$ cat src/rtl/drum_pkg.sv
// Shared fixed-point types and constants for the drum-mesh node update (4.23 signed).
package drum_pkg;

  localparam int unsigned FIX_W  = 27;
  localparam int unsigned FRAC_W = 23;
  localparam int unsigned ACC_W  = 30;

  typedef logic signed [FIX_W-1:0] fix_t;
  typedef logic signed [ACC_W-1:0] acc_t;

  localparam fix_t FIX_MAX = 27'h3FFFFFF;
  localparam fix_t FIX_MIN = 27'h4000000;
  localparam fix_t FIX_ONE = 27'h0800000;

  function automatic acc_t sext30(fix_t x);
    return acc_t'({{(ACC_W - FIX_W){x[FIX_W-1]}}, x});
  endfunction

endpackage

$ cat src/rtl/fix_reduce.sv
// Narrows a 30b accumulator to 4.23: saturates when DRUM_NODE_SATURATE_EN is defined,
// otherwise keeps the low 27 bits (two's-complement wrap).
module fix_reduce
  import drum_pkg::*;
(
  input  logic signed [ACC_W-1:0] i_acc,
  output logic signed [FIX_W-1:0] o_fix
);

`ifdef DRUM_NODE_SATURATE_EN
  // In range only when the bits above the 27b sign all copy the accumulator sign.
  always_comb begin
    o_fix = i_acc[FIX_W-1:0];
    if (!i_acc[ACC_W-1] && (i_acc[ACC_W-2:FIX_W-1] != '0)) begin
      o_fix = FIX_MAX;
    end else if (i_acc[ACC_W-1] && (i_acc[ACC_W-2:FIX_W-1] != '1)) begin
      o_fix = FIX_MIN;
    end
  end
`else
  logic w_unused;
  assign o_fix    = i_acc[FIX_W-1:0];
  assign w_unused = ^i_acc[ACC_W-1:FIX_W];
`endif

endmodule

$ cat src/rtl/signed_mult.sv
// Shared 4.23 x 4.23 -> 4.23 signed multiplier; truncates toward minus infinity.
module signed_mult
  import drum_pkg::*;
(
  input  logic signed [FIX_W-1:0] i_a,
  input  logic signed [FIX_W-1:0] i_b,
  output logic signed [FIX_W-1:0] o_p
);

  logic signed [2*FIX_W-1:0] w_full;
  logic                      w_unused;

  assign w_full   = i_a * i_b;
  assign o_p      = w_full[FRAC_W +: FIX_W];
  assign w_unused = ^{w_full[2*FIX_W-1:FRAC_W+FIX_W], w_full[FRAC_W-1:0]};

endmodule

$ cat src/rtl/drum_node_update.sv
// One-node damped wave-equation update, 3-stage valid/ready pipeline with lock-step stall.
// Optional macro DRUM_NODE_SATURATE_EN selects saturating (vs wrapping) 30b->27b reductions.
module drum_node_update
  import drum_pkg::*;
#(
  parameter int unsigned DAMP_SHIFT = 10,
  parameter int unsigned CNT_W      = 16
) (
  input  logic                    clk,
  input  logic                    reset,
  input  logic                    in_valid,
  output logic                    in_ready,
  input  logic signed [FIX_W-1:0] u_n,
  input  logic signed [FIX_W-1:0] u_s,
  input  logic signed [FIX_W-1:0] u_e,
  input  logic signed [FIX_W-1:0] u_w,
  input  logic signed [FIX_W-1:0] u_c,
  input  logic signed [FIX_W-1:0] u_p,
  input  logic signed [FIX_W-1:0] rho,
  output logic                    out_valid,
  input  logic                    out_ready,
  output logic signed [FIX_W-1:0] u_next,
  output logic [CNT_W-1:0]        out_count
);

  logic w_en;
  acc_t w_lap, w_lin, w_inner_acc;
  fix_t w_lapq, w_prod, w_inner, w_unext;

  logic r_v1, r_v2, r_v3;
  fix_t r_lapq, r_rho, r_prod, r_unext;
  acc_t r_lin1, r_lin2;
  logic [CNT_W-1:0] r_cnt;

  // A full output stage that is not being taken freezes the whole pipe.
  assign w_en     = !r_v3 || out_ready;
  assign in_ready = w_en;

  assign w_lap = sext30(u_n) + sext30(u_s) + sext30(u_e) + sext30(u_w) - (sext30(u_c) <<< 2);
  assign w_lin = (sext30(u_c) <<< 1) - sext30(u_p) + (sext30(u_p) >>> DAMP_SHIFT);

  fix_reduce u_red_lap (
    .i_acc (w_lap),
    .o_fix (w_lapq)
  );

  signed_mult u_mult (
    .i_a (r_lapq),
    .i_b (r_rho),
    .o_p (w_prod)
  );

  assign w_inner_acc = sext30(r_prod) + r_lin2;

  fix_reduce u_red_inner (
    .i_acc (w_inner_acc),
    .o_fix (w_inner)
  );

  assign w_unext = w_inner - (w_inner >>> DAMP_SHIFT);

  always_ff @(posedge clk or posedge reset) begin
    if (reset) begin
      r_v1    <= 1'b0;
      r_v2    <= 1'b0;
      r_v3    <= 1'b0;
      r_lapq  <= '0;
      r_rho   <= '0;
      r_lin1  <= '0;
      r_prod  <= '0;
      r_lin2  <= '0;
      r_unext <= '0;
    end else if (w_en) begin
      r_v1    <= in_valid;
      r_lapq  <= w_lapq;
      r_rho   <= rho;
      r_lin1  <= w_lin;
      r_v2    <= r_v1;
      r_prod  <= w_prod;
      r_lin2  <= r_lin1;
      r_v3    <= r_v2;
      r_unext <= w_unext;
    end
  end

  always_ff @(posedge clk or posedge reset) begin
    if (reset) begin
      r_cnt <= '0;
    end else if (r_v3 && out_ready) begin
      r_cnt <= r_cnt + CNT_W'(1);
    end
  end

  assign out_valid = r_v3;
  assign u_next    = r_unext;
  assign out_count = r_cnt;

endmodule

$ cat config.mk
export PLATFORM = sky130hd
export DESIGN_NAME = drum_node_update
export DESIGN_NICKNAME = d
export VERILOG_FILES = /design/src/rtl/drum_pkg.sv /design/src/rtl/fix_reduce.sv /design/src/rtl/signed_mult.sv /design/src/rtl/drum_node_update.sv
export SDC_FILE = /design/constraint.sdc
export NUM_CORES = 2
export LEC_CHECK = 0
export BUFFER_PORTS_ARGS = -buffer_cell sky130_fd_sc_hd__buf_2
export CORE_ASPECT_RATIO = 2
export CORE_MARGIN = 4
export CORE_UTILIZATION = 40
export DETAILED_ROUTE_END_ITERATION = 7
export PLACE_DENSITY = 0.69
export SKIP_CTS_REPAIR_TIMING = 1
export SLEW_MARGIN = 20
export SYNTH_ARGS = -nofsm -noshare
export SYNTH_HDL_FRONTEND = slang
export SYNTH_HIERARCHICAL = 1
export SYNTH_SLANG_ARGS = --single-unit
$ cat constraint.sdc
create_clock -name clk -period 6.23 [get_ports clk]
set_input_delay 0.9345 -clock clk [delete_from_list [all_inputs] [get_ports clk]]
set_output_delay 0.9345 -clock clk [all_outputs]
set_load 0.005 [all_outputs]
# Yosys cells after proc, flatten, opt, wreduce, memory -nomap -nowiden
# Index checks and enable logic that the tools add are counted.
# classes
mul	1
reduce_logical	3
addsub	9
# ops
cell	count
adder 27 bit	4
subtractor 27 bit	2
multiplier 27 x 27 -> 50 bit	1
adder 27 x 17 -> 27 bit	1
subtractor 27 x 17 -> 27 bit	1
adder 16 x 1 -> 16 bit (second input constant)	1
logical AND 1 bit	1
zero test 1 bit	1
logical OR 1 bit	1
# totals
input_bits	193
output_inout_bits	45
word_cells	23
ff_bits	181

# Longest topological paths before layout
# logic_depth
ltp_word	4
depth_mapped	29
ltp_nobuf	27

# Modules after synthesis
# Netlist, hierarchy kept.
# by_module_without_submodules
module	instances	cells_each	area_each_um2	seq_area_each_um2
signed_mult	1	2735	24526.0	0.0
drum_node_update	1	1896	15950.3	4679.5
fix_reduce	2	27	202.7	0.0

# Worst setup path after synthesis
# Ideal clock, no wire load.
# synth_timing
path_kind	flip-flop to flip-flop
startpoint	reg r_rho[4]
endpoint	reg r_prod[25]
arrival_time_ns	6.653
path_stages_with_launch	25
t_required_ns	6.165
period_less_slack_ns	6.718
path_buffers	3
setup_ns	0.065
slack_ns	-0.488
path_cell_list	dfrtp_1 > clkbuf_1 > clkbuf_1 > and2_1 > fa_1 > fa_1 > inv_1 > fa_1 > inv_1 > fa_1 > fa_1 > fa_1 > fa_1 > ha_1 > clkbuf_1 > a21o_1 > a21o_1 > a21o_1 > a21oi_1 > o21ai_0 > a211oi_1 > o21ba_1 > xnor2_1 > nand2_1 > nand2_1
# synth_via
elab_chain_len	1
# synth_rtl
element	line_no	text
start, declared	drum_node_update.sv:31	fix_t r_lapq, r_rho, r_prod, r_unext;
start signal, assigned	drum_node_update.sv:76	r_rho <= rho;
multiplier 27 x 27 -> 50 bit	signed_mult.sv:13	assign w_full = i_a * i_b;
named net w_prod[25]	drum_node_update.sv:28	fix_t w_lapq, w_prod, w_inner, w_unext;
end signal, assigned	drum_node_update.sv:79	r_prod <= w_prod;
end, declared	drum_node_update.sv:31	
# The timed path passes the listed nets, and every way through them passes these cells.
# A chain may end at the register's enable or synchronous reset.

# Worst setup path in the final report
# layout_timing
startpoint	reg r_rho[3]
endpoint	reg r_prod[23]
# The elaborated chain is that of the path after synthesis.

==> key figures <==
Floorplan
  • Starting Density: 40.42%
  • # rows: 163
  • Die Area: 0.1054 mm^2
  • Num ports: 238
  • Core region area: 0.09891 mm^2
  • Die extent in y: 455.1 um
  • Die Wd: 231.6 um

Timing
  • Worst slew pin tran: 0.8313 ns
  • Fin. Hold Viols: 0
  • RSZ-0062 raised after global routing: yes
  • Final worst slack: -0.6562 ns
  • Hold slack: 0.4622 ns
  • Worst rel slew slack: 44.58%
  • Sum Neg Setup Slack: -9.641 ns
  • Fmax: 0.1452 GHz
  • Final Cycle Share: 110.5%
  • Crit path time final: 6.886 ns
  • Worst Clk Skew: 0.02077 ns
  • Fin. max-slew vios: 0
  • Final setup viols: 24

Synthesis
  • Mapped Area: 0.03998 mm^2
  • Synth warnings: 6
  • Post-Syn Instances: 4,575
  • Synth Net Count: 5,851
  • Mean Syn Cell Area: 8.740 um^2

Critical path
  • CP Capture Type: register
  • Crit-path max FO: 6
  • Worst EP required: 6.66 ns
  • Worst Path Buf+Inv: 10
  • Slowest stage delay, CP: 0.63 ns
  • Most common cell type on the critical path: fa_2
  • Delay-heaviest family, CP: adder cells
  • Critical path type: register to register
  • Critical Path AT: 7.31 ns
  • RR Endpoint: r_prod[23]
  • Worst setup SP type: register
  • R2R Path Start: r_rho[3]
  • Slowest cell on crit path: fa_2
  • R2R setup slack: -0.66 ns
  • Worst Reg-to-Reg Cells: 27

Final layout
  • Fraction of layout cells with a size suffix above 1: 16.80%
  • Final-stage net count: 6,205
  • Final core utilization: 46.77%
  • Area growth syn-to-layout: 15.70%

Drt
  • ANT nets after route: 0
  • Residual DRC: 0
  • Routed wire length: 129,600 um
  • Initial drt markers: 1,303
  • DRT Pass-1 Iters: 5
  • Vias: 31.75k
  • WL/cell: 20.69 um
  • DR vias/cell: 5.068

Global routing
  • First-pass GRT wire length: 197,100 um
  • M2 GR Usage: 47.44%
  • Met1 Usage GRT: 20.69%
  • Largest net degree at the start of global routing: 107
  • Overflow after GRT: 0
  • M3 GR Usage: 2.530%
  • Initial antenna violation count: 2
  • GRT Total Usage: 24.93%
  • Number of global-route vias before repair: 35.88k
  • Grt peak-use layer: met2

Clock network
  • Clk_lat worst skew: 0.50 ns
  • Clk buf depth: 2
  • H-tree Lvls: 4
  • CTS tree: done
  • Root Buffer: clkbuf_16
  • Clock transition at path regs: 0.09 ns
  • Clock buffer count from CTS: 17
  • CTS Sinks: 181

Hold path
  • Hold crit path type: primary input to asynchronous set/reset pin

Placement
  • GP Congestion: 0.9905
  • Buffers added on ports: 236
  • Dpl hpwl: 111,200 um

Run
  • # Max-Cap Violations: 0

Status
  • Failing checks: setup timing
  • Status: finished with violations
registers in the layout, summed over array words and instances (netlist names):
register   cells
r_lin1        27
u_next        27
r_prod        27
out_valid      1
out_count     16
r_v1           1
r_lapq        27
r_v2           1
r_rho         27
r_lin2        27
through the flow:
step | worst slack [ns] | cell area, um^2 | cells
after floorplan | -0.006307 | 40300 | 4575
after global placement | -0.6732 | 44620 | 6192
after detailed placement | -0.7163 | 44620 | 6192
after CTS | -0.7718 | 45200 | 6223
after global routing | -0.8508 | 46260 | 6263
final | -0.6562 | 46260 | 6264
routing by layer:
layer	up-vias	wire length (um)
met5	-	0
met4	0	18930
met3	573	4491
met2	1160	69970
met1	15830	36180
li1	14180	-
cell type report:
type                       count  area, um^2
clock inverter                12       132.6
multi-input combinational   3082       31040
tap                         1320        1652
timing repair buffer         592        4439
antenna                        3       7.507
clock buffer                  19       442.9
sequential                   181        4559
fill                        9434       52650
inverter                    1055        3990
layout by cell type, fill, tap and decap left out, types with 25 or more instances in the layout:
master / n
a21o_1: 68
nand4_1: 25
buf_12: 37
fa_2: 42
nand3_1: 31
ha_1: 237
dfrtp_1: 157
xnor2_1: 93
o21ai_0: 37
nor2_1: 122
a21oi_1: 144
buf_2: 236
and2_1: 250
buf_6: 28
nand2_1: 852
o21ai_1: 34
buf_4: 290
fa_1: 783
xor2_1: 47
inv_1: 1030
worst max path at each step:
stage	cells after the start	slack, ns	from	end
after detailed placement	26	-0.72	r_lapq[8]	r_prod[23]
after CTS	26	-0.77	r_lapq[8]	r_prod[20]
after global routing	27	-0.85	r_rho[3]	r_prod[23]
after floorplan	24	-0.006	r_lapq[17]	r_prod[25]
final	27	-0.66	r_rho[3]	r_prod[23]
after global placement	26	-0.67	r_lapq[8]	r_prod[23]
Power is left out: the tool's default activity adds up to more than one toggle a clock period on the data nets, which glitch-free logic cannot reach.
